--- src/rtl/branch_resolver_pkg.sv ---
// Shared definitions for the EX-stage branch resolver: funct3 branch encodings,
// ALU op codes used by decoder/ALU/resolver, and the resolver state type.
package branch_resolver_pkg;

  localparam logic [2:0] BR_BEQ  = 3'b000;
  localparam logic [2:0] BR_BNE  = 3'b001;
  localparam logic [2:0] BR_BLT  = 3'b100;
  localparam logic [2:0] BR_BGE  = 3'b101;
  localparam logic [2:0] BR_BLTU = 3'b110;
  localparam logic [2:0] BR_BGEU = 3'b111;

  // Compare (A-B) produces the flags; op 4 produces the JALR target.
  localparam logic [3:0] ALU_OP_CMP  = 4'b0011;
  localparam logic [3:0] ALU_OP_JALR = 4'b0100;

  typedef enum logic {
    S_IDLE,
    S_FLUSH
  } state_e;

endpackage

--- src/rtl/branch_cond_eval.sv ---
// Pure combinational branch condition evaluation from funct3 and the A-B flags.
// Jumps are always taken; reserved funct3 values on a branch flag illegal.
module branch_cond_eval
  import branch_resolver_pkg::*;
(
  input  logic [2:0] funct3_i,
  input  logic       jal_i,
  input  logic       jalr_i,
  input  logic       z_i,
  input  logic       n_i,
  input  logic       c_i,
  input  logic       v_i,
  output logic       taken_o,
  output logic       illegal_o
);

  // NOTE: every output gets a default before the case so no latch is inferred.
  always_comb begin
    taken_o   = 1'b0;
    illegal_o = 1'b0;
    if (jal_i || jalr_i) begin
      taken_o = 1'b1;
    end else begin
      case (funct3_i)
        BR_BEQ:  taken_o = z_i;
        BR_BNE:  taken_o = ~z_i;
        BR_BLT:  taken_o = n_i ^ v_i;
        BR_BGE:  taken_o = ~(n_i ^ v_i);
        BR_BLTU: taken_o = c_i;
        BR_BGEU: taken_o = ~c_i;
        default: illegal_o = 1'b1;
      endcase
    end
  end

endmodule

--- src/rtl/branch_resolver.sv ---
// EX-stage branch/jump resolver: registered redirect, PC-select pulse and a
// multi-cycle IF/ID flush. Define BR_STATS_EN to add branch outcome counters.
module branch_resolver
  import branch_resolver_pkg::*;
#(
  parameter int unsigned FLUSH_CYCLES = 2,
  parameter int unsigned XLEN         = 32
) (
  input  logic            clk,
  input  logic            rst_n,
  input  logic            valid_i,
  input  logic            stall_i,
  input  logic [2:0]      funct3_i,
  input  logic            jal_i,
  input  logic            jalr_i,
  input  logic            z_i,
  input  logic            n_i,
  input  logic            c_i,
  input  logic            v_i,
  input  logic [XLEN-1:0] target_i,
  output logic            taken_o,
  output logic [XLEN-1:0] target_o,
  output logic            flush_o,
  output logic            busy_o,
  output logic            misalign_o,
`ifdef BR_STATS_EN
  output logic [31:0]     taken_cnt_o,
  output logic [31:0]     nottaken_cnt_o,
`endif
  output logic            illegal_o
);

  localparam int unsigned CNT_W = 3;

  state_e            state_q, state_d;
  logic [CNT_W-1:0]  cnt_q, cnt_d;
  logic [XLEN-1:0]   target_q, target_d;
  logic              taken_q, taken_d;
  logic              mis_q, mis_d;
  logic              ill_q, ill_d;
  logic              cond_taken, cond_illegal, accept;

  branch_cond_eval u_cond (
    .funct3_i  (funct3_i),
    .jal_i     (jal_i),
    .jalr_i    (jalr_i),
    .z_i       (z_i),
    .n_i       (n_i),
    .c_i       (c_i),
    .v_i       (v_i),
    .taken_o   (cond_taken),
    .illegal_o (cond_illegal)
  );

  assign accept = (state_q == S_IDLE) && valid_i && !stall_i;

  always_comb begin
    state_d  = state_q;
    cnt_d    = cnt_q;
    target_d = target_q;
    taken_d  = 1'b0;
    mis_d    = 1'b0;
    ill_d    = 1'b0;
    case (state_q)
      S_IDLE: begin
        if (accept) begin
          if (cond_taken) begin
            if (target_i[1]) begin
              mis_d = 1'b1;
            end else begin
              taken_d  = 1'b1;
              target_d = target_i & ~XLEN'(1);
              state_d  = S_FLUSH;
              cnt_d    = CNT_W'(FLUSH_CYCLES);
            end
          end else if (cond_illegal) begin
            ill_d = 1'b1;
          end
        end
      end
      S_FLUSH: begin
        // valid_i is ignored here: that instruction is being squashed.
        if (!stall_i) begin
          if (cnt_q == CNT_W'(1)) begin
            state_d = S_IDLE;
            cnt_d   = '0;
          end else begin
            cnt_d = cnt_q - CNT_W'(1);
          end
        end
      end
      default: state_d = S_IDLE;
    endcase
  end

  // NOTE: sequential state uses non-blocking assignments only.
  always_ff @(posedge clk or negedge rst_n) begin
    if (!rst_n) begin
      state_q  <= S_IDLE;
      cnt_q    <= '0;
      target_q <= '0;
      taken_q  <= 1'b0;
      mis_q    <= 1'b0;
      ill_q    <= 1'b0;
    end else begin
      state_q  <= state_d;
      cnt_q    <= cnt_d;
      target_q <= target_d;
      taken_q  <= taken_d;
      mis_q    <= mis_d;
      ill_q    <= ill_d;
    end
  end

  assign taken_o    = taken_q;
  assign target_o   = target_q;
  assign misalign_o = mis_q;
  assign illegal_o  = ill_q;
  assign flush_o    = (state_q == S_FLUSH);
  assign busy_o     = (state_q == S_FLUSH);

`ifdef BR_STATS_EN
  logic [31:0] tk_cnt_q, nt_cnt_q;
  logic        is_cond;

  // Only legal conditional branches count; misaligned taken ones do not.
  assign is_cond = accept && !jal_i && !jalr_i && !cond_illegal;

  always_ff @(posedge clk or negedge rst_n) begin
    if (!rst_n) begin
      tk_cnt_q <= '0;
      nt_cnt_q <= '0;
    end else if (is_cond) begin
      if (cond_taken && !target_i[1] && (tk_cnt_q != 32'hFFFF_FFFF))
        tk_cnt_q <= tk_cnt_q + 32'd1;
      if (!cond_taken && (nt_cnt_q != 32'hFFFF_FFFF))
        nt_cnt_q <= nt_cnt_q + 32'd1;
    end
  end

  assign taken_cnt_o    = tk_cnt_q;
  assign nottaken_cnt_o = nt_cnt_q;
`endif

endmodule

--- config.mk ---
export PLATFORM = sky130hd
export DESIGN_NAME = branch_resolver
export DESIGN_NICKNAME = d
export VERILOG_FILES = /design/src/rtl/branch_resolver_pkg.sv /design/src/rtl/branch_cond_eval.sv /design/src/rtl/branch_resolver.sv
export SDC_FILE = /design/constraint.sdc
export NUM_CORES = 1
export LEC_CHECK = 0
export BUFFER_PORTS_ARGS = -buffer_cell sky130_fd_sc_hd__buf_2
export CORE_MARGIN = 2
export CORE_UTILIZATION = 45
export CTS_CLUSTER_SIZE = 28
export DETAILED_ROUTE_END_ITERATION = 10
export PLACE_DENSITY = 0.85
export SLEW_MARGIN = 20
export SYNTH_ARGS = -nofsm -noshare
export SYNTH_HDL_FRONTEND = slang
export SYNTH_HIERARCHICAL = 1
export SYNTH_SLANG_ARGS = --single-unit
--- constraint.sdc ---
create_clock -name clk -period 1.9 [get_ports clk]
set_clock_uncertainty 0.15 [all_clocks]
set_input_delay 0 -clock clk [delete_from_list [all_inputs] [get_ports clk]]
set_output_delay 0 -clock clk [all_outputs]
set_load 0.005 [all_outputs]
=== Yosys cells after proc, flatten, opt, wreduce, memory -nomap -nowiden ===
Cells that the tools add are included.

* Add/subtract/negate cells: 1
* Equality and inequality tests: 10
* Bitwise operators: 6
* Multiplexer cells: 25
* Reductions and logical operators: 8

{| class="wikitable"
|+ Operators by type and width
! kind !! number
|-
| 1-bit two-way mux || 17
|-
| 3-bit two-way mux || 5
|-
| 3-bit == test (second input constant) || 4
|-
| 2-bit inequality test (second input constant) || 4
|-
| 4-bit AND reduction || 2
|-
| 3-bit by 1-bit == test with 1-bit output (second input constant) || 2
|-
| 1-bit one-hot mux with 6 select lines || 1
|-
| 3-bit one-hot mux with 2 select lines || 1
|-
| 6-bit OR reduction || 1
|-
| 1-bit NOT || 5
|-
| 3-bit zero test || 1
|-
| 3-bit by 1-bit subtractor with 3-bit output (second input constant) || 1
|-
| 1-bit logical AND || 2
|-
| 1-bit one-hot mux with 2 select lines || 1
|-
| 1-bit zero test || 1
|-
| 1-bit logical OR || 1
|-
| 1-bit XOR || 1
|}

* Output and inout port bits: 37
* Bits of input ports: 45
* Register bits after elaboration: 37

=== Longest topological paths before layout ===
* Depth after elaboration: 8
* Gate-level depth with buffers: 6

=== Hierarchy ===
Netlist, hierarchy kept.

{| class="wikitable"
|+ By module, submodules not included
! module !! instances !! area an instance (µm²) !! cells each !! seq. area each (µm²)
|-
| branch_resolver || 1 || 1,601.5 || 96 || 925.9
|-
| branch_cond_eval || 1 || 75.1 || 8 || 0.0
|}

=== Least setup slack after synthesis ===
Ideal clock, no wire load.

* Path type: in2reg
* From: in funct3_i[0]
* To: reg target_q[10], in the netlist target_o[10]
* Arrival: 1.573 ns
* Stages: 6
* Data required time: 1.625 ns
* Setup time: 0.125 ns
* Path slack: 0.052 ns
* Cell sequence: xnor3_1 -> and2_1 -> o31ai_1 -> nand3b_4 -> buf_6 -> mux2_4

* Word-level cells in the longest chain between the ends: 4
* Elaborated cells on any way between the ends: 9
* Classes of those cells: 5 x eq/ne; 2 x mux; 2 x reduce/logical

{| class="wikitable"
|+ RTL lines
! element !! RTL line !! RTL
|-
| start: declaration || branch_resolver.sv:13 || <nowiki>input logic [2:0] funct3_i,</nowiki>
|-
| 3-bit == test (tied with other cells) || branch_cond_eval.sv:24 || <nowiki>case (funct3_i)</nowiki>
|-
| 1-bit one-hot mux with 6 select lines * || branch_cond_eval.sv:24 ||
|-
| 1-bit two-way mux * || branch_cond_eval.sv:21 || <nowiki>if (jal_i || jalr_i) begin</nowiki>
|-
| net cond_taken || branch_resolver.sv:41 || <nowiki>logic cond_taken, cond_illegal, accept;</nowiki>
|-
| 4-bit AND reduction (no line) * || -- ||
|-
| end signal: assignment || branch_resolver.sv:108 || <nowiki>target_q <= target_d;</nowiki>
|-
| end: declaration || branch_resolver.sv:37 || <nowiki>logic [XLEN-1:0] target_q, target_d;</nowiki>
|}

Mark *: on every way through the listed nets, which the timed path passes. The rest lies on a longest branch.
A chain may end at the register's enable or synchronous reset.

=== Worst setup path in the final report ===
* From: in jalr_i
* To: reg target_q[29], in the netlist target_o[29]

* Word-level cells in the longest chain between the ends: 3

{| class="wikitable"
|+ RTL lines
! element !! RTL line !! RTL
|-
| start: declaration || branch_resolver.sv:15 || <nowiki>input logic jalr_i,</nowiki>
|-
| 1-bit logical OR || branch_cond_eval.sv:21 ||
|-
| 1-bit two-way mux || branch_cond_eval.sv:21 ||
|-
| net cond_taken || branch_resolver.sv:41 ||
|-
| 4-bit AND reduction (no line) || -- ||
|}

The timed path passes the listed nets, and every way through them passes these cells.

==> Flow_metrics.wiki <==
{| class="wikitable"
! Metric !! Value
|-
| Number of standard-cell rows in the floorplan || 22
|-
| Largest stage delay on the critical path || approximately 0.53 ns
|-
| Total clock sinks || 37
|-
| Final critical delay including setup and external delays || about 1.8 ns
|-
| Iteration-0 DRC Markers || between 50 and 60
|-
| Maximum level of the CTS H-tree || 2
|-
| Dominant delay contributor by cell family on the critical path || buffers and inverters
|-
| Via-to-Cell Ratio || ~4.8
|-
| Port-buffer cells || 78
|-
| Largest cells by area after synthesis || sky130_fd_sc_hd__dfrtp_1 (55%), sky130_fd_sc_hd__mux2_4 (25%), sky130_fd_sc_hd__buf_6 (2.0%)
|-
| Predominant post-synthesis flop cell || sky130_fd_sc_hd__dfrtp_1
|-
| Reg clk slew, reported paths || about 0.080 ns
|-
| Met2 Wirelength || slightly above 2 mm
|-
| Main combinational cell family by area after synthesis || multiplexers
|-
| Compound-cell area share of the yosys netlist || 3.955%
|-
| Worst setup SP type || input pin
|-
| Final Max Tran Viols || 0
|-
| Number of library cell types mapped by synthesis || 27
|-
| Clock tree root buffer cell || sky130_fd_sc_hd__clkbuf_8
|-
| Height of the die || around 65 um
|-
| Peak Freq || roughly 570 MHz
|-
| Instance count of the mapped netlist || 104
|-
| Adder and majority gate portion of the synthesized area || approximately 1.5%
|-
| Commonest cells in the synthesized netlist || sky130_fd_sc_hd__dfrtp_1 (37), sky130_fd_sc_hd__mux2_4 (28), sky130_fd_sc_hd__inv_1 (6)
|-
| Post-synthesis xor/xnor area fraction || around 2.4%
|-
| Number of fill cells in the layout || 250
|-
| Seq/Total Area, Yosys || 55.22%
|-
| DRC violations left || 0
|-
| Hold wc startpoint || valid_i
|-
| Number of buffers created by CTS || 5
|-
| Width of the die || 65.04 um
|-
| Worst Hold End || illegal_o$_DFF_PN0_
|-
| Pwr per Cell Area || roughly 1300 mW/mm^2
|-
| Slowest stage cell on the critical path || sky130_fd_sc_hd__dlygate4sd3_1
|-
| Largest fanout on the critical path || 23
|-
| Final wirelength || approximately 4.3 mm
|-
| Critical R2R Capture || cnt_q[2]$_DFFE_PN0P_
|-
| TritonCTS clock tree || yes
|-
| Worst-case vdd ir drop || approximately 570 uV
|-
| Slew of the pin with the lowest slew margin || between 0.7 and 0.8 ns
|-
| Number of max-cap violations || 0
|-
| Netlist area before placement || 0.001677 mm^2
|-
| Worst hold path cell count || 3
|-
| Share of the clock period used by the worst path after layout || 92.48%
|-
| Met3 routed wirelength || 338 um
|-
| Worst slack after detailed placement || -0.001190 ns
|-
| Max Used Layer || met4
|-
| Met1 Wirelength || roughly 1.8 mm
|-
| Initial Utilization || 46.14%
|-
| Area of the core || approximately 0.0036 mm^2
|-
| Total overflow reported by the global router || 0
|-
| RSZ-0062 raised after global routing || false
|-
| Path category of the worst min-delay check || in -> reg
|-
| Launch point of the worst reg-to-reg path || cnt_q[0]$_DFFE_PN0P_
|-
| Synthesized area per cell || about 16 um^2
|-
| R2R depth || 4
|-
| Proportion of layout cells with a drive suffix above 1 || 56.64%
|-
| Fin. Hold Viols || 0
|-
| Worst-case register-to-register setup slack || ~0.17 ns
|-
| Number of nets in the layout || roughly 270
|-
| Yosys top cell by area || sky130_fd_sc_hd__dfrtp_1
|-
| Number of synthesized flops with an enable pin || 0
|-
| Pre-Repair DR Iteration Count || 4
|-
| GRT Util Overall || ~22%
|-
| Total Power Consumption || between 0.003 and 0.004 W
|-
| Library cell with the highest instance count after synthesis || sky130_fd_sc_hd__dfrtp_1
|-
| Ant. Diodes || 0
|-
| Share of the synthesized area in the top cell type || a little under three fifths
|-
| Clock latency at the later pin of the worst-skew pair || roughly 0.28 ns
|-
| Wire length of the first global-routing pass || between 6 and 7 mm
|-
| Mux cell area share after synthesis || 26.42%
|-
| Static power due to leakage || between 1 and 1.5 nW
|-
| Number of global-route vias before repair || 1306
|-
| Maximum number of pins on one net before global-route repair || 38
|-
| FFs w/ async S/R, synth || 100.0%
|-
| Number of placed instances, taps included || 230
|-
| Sum of buffers and inverters on the critical path || 4
|-
| Die area || approximately 0.0042 mm^2
|-
| Final routed wire length divided by cell count || approximately 16 um
|-
| Largest buffer count on any clock path || 2
|-
| Detail Placement HPWL || approximately 2.4 mm
|-
| Required time reported for the critical path endpoint || about 1.9 ns
|-
| Critical path capture point type || register
|-
| Crit path arrival time || 1.78 ns
|-
| Simple-gate share of the synthesized area || roughly 5.6%
|-
| Crit-path cells || dlygate4sd3_1 -> buf_2 -> a311oi_2 -> o31ai_1 -> buf_4 -> nand3b_4 -> buf_12 -> mux2_2
|-
| Category of the most critical setup path || in -> reg
|-
| Post-route antenna net violation count || 0
|-
| Run status || complete, no violations
|-
| Number of storage elements in the synthesis netlist || 37
|-
| Finished Layout Cells || ~270
|-
| Final setup margin || between 0.1 and 0.15 ns
|-
| Yosys Warn Count || 6
|-
| Final setup violation count || 0
|-
| Worst slew margin relative to its limit || 47.19%
|-
| Setup repair bufs after CTS || 0
|-
| Initial antenna violation count || 0
|-
| Area overhead of the layout relative to synthesis || 55.90%
|-
| Routability congestion estimate || 0.7858
|-
| Count of vias placed by the detailed router || 1310
|-
| Number of top-level pins || ~80
|}
## how the worst max path moves through the flow
stage	endpoint	cells past startpoint	from
after detailed placement	target_o[25]$_DFFE_PN0P_	8	funct3_i[0]
final	target_o[29]$_DFFE_PN0P_	8	jalr_i
after floorplan	target_o[10]$_DFFE_PN0P_	6	funct3_i[0]
after global placement	target_o[22]$_DFFE_PN0P_	8	funct3_i[0]
after global routing	cnt_q[2]$_DFFE_PN0P_	8	jalr_i
after CTS	misalign_o$_DFF_PN0_	7	jalr_i
## through the flow
| step | utilization, % | setup TNS [ns] | hold slack, ns | instance area (um^2) |
|---|---|---|---|---|
| finish | 71.94 | 0 | 0.08762 | 2614 |
| global route | 71.94 | 0 | 0.09273 | 2614 |
| CTS | 71.69 | 0 | 0.07989 | 2605 |
| detailed placement | 58.47 | -0.002518 | -0.02050 | 2125 |
| global placement | 58.47 | 0 | -0.02442 | 2125 |
| floorplan | - | 0 | -0.4456 | 1680 |
## cells by family (layout without fill, tap and decap cells)
group                    count (synthesis)  after routing
flip-flops                              37             37
multiplexers                            30             30
buffers and inverters                   12            133
AND/OR/NAND/NOR                         10             10
AO/OA/AOI/OAI                            9              9
XOR/XNOR                                 3              3
adder cells (fa/ha/maj)                  2              2
other                                    1              2
## repair_timing
action | CTS | global route
hold buffers | 36 | 0
endpoints found under the setup margin | 0 | 6
resized for setup | 0 | 2
hold endpoints to repair | 71 | 0
## power by group
part           internal (W)  switching (W)  total [W]  leakage (nW)
Combinational      0.000811       0.000443    0.00125         0.948
Clock              0.000427       0.000276   0.000703        0.0574
Sequential          0.00115       0.000228    0.00138         0.449
## registers in the layout, summed over array words and instances, names as in the netlist
name        cells
target_o       30
cnt_q           3
busy_o          1
illegal_o       1
misalign_o      1
taken_o         1
## worst register-to-register path, delay by kind of cell (launching register included)
kind,cells,cell delay (ns)
and+or+nand+nor,1,0.66
AOI/OAI and AO/OA,2,0.23
adders and majority gates,1,0.23
DFF,1,0.41
## metal layers
metal / vias to the layer above / track usage (%)
li1: 603 / -
met1: 642 / 26.02
met2: 57 / 35.57
met3: 8 / 7.639
met4: 0 / 7.552
met5: - / 0
## placed cells by master (no fill, tap or decap), drive strengths merged
| cell | count |
|---|---|
| a32oi | 1 |
| bufinv | 1 |
| mux2 | 30 |
| a22o | 1 |
| xor2 | 2 |
| dlymetal6s4s | 1 |
| and3 | 2 |
| and3b | 2 |
| ha | 2 |
| a21o | 1 |
| nand3b | 1 |
| and2 | 1 |
| buf | 83 |
| conb | 2 |
| clkinvlp | 1 |
| nor4b | 1 |
| xnor3 | 1 |
| a311oi | 1 |
| dfrtp | 37 |
| nor2 | 1 |
| nor3b | 1 |
| inv | 6 |
| a2111oi | 1 |
| or4b | 1 |
| o21ai | 3 |
| o31ai | 1 |
| dlygate4sd3 | 35 |
| clkbuf | 6 |
## area by class of cell
class	instances	area (um^2)	share of cell area, %
Inverter	6	22.52	0.8617
Clock buffer	6	82.58	3.159
Sequential cell	37	925.9	35.42
Timing Repair Buffer	119	803.3	30.73
Multi-Input combinational cell	56	681.9	26.09
Clock inverter	2	37.54	1.436
Tap cell	48	60.06	2.298
Power figures use the tool's default switching activity.
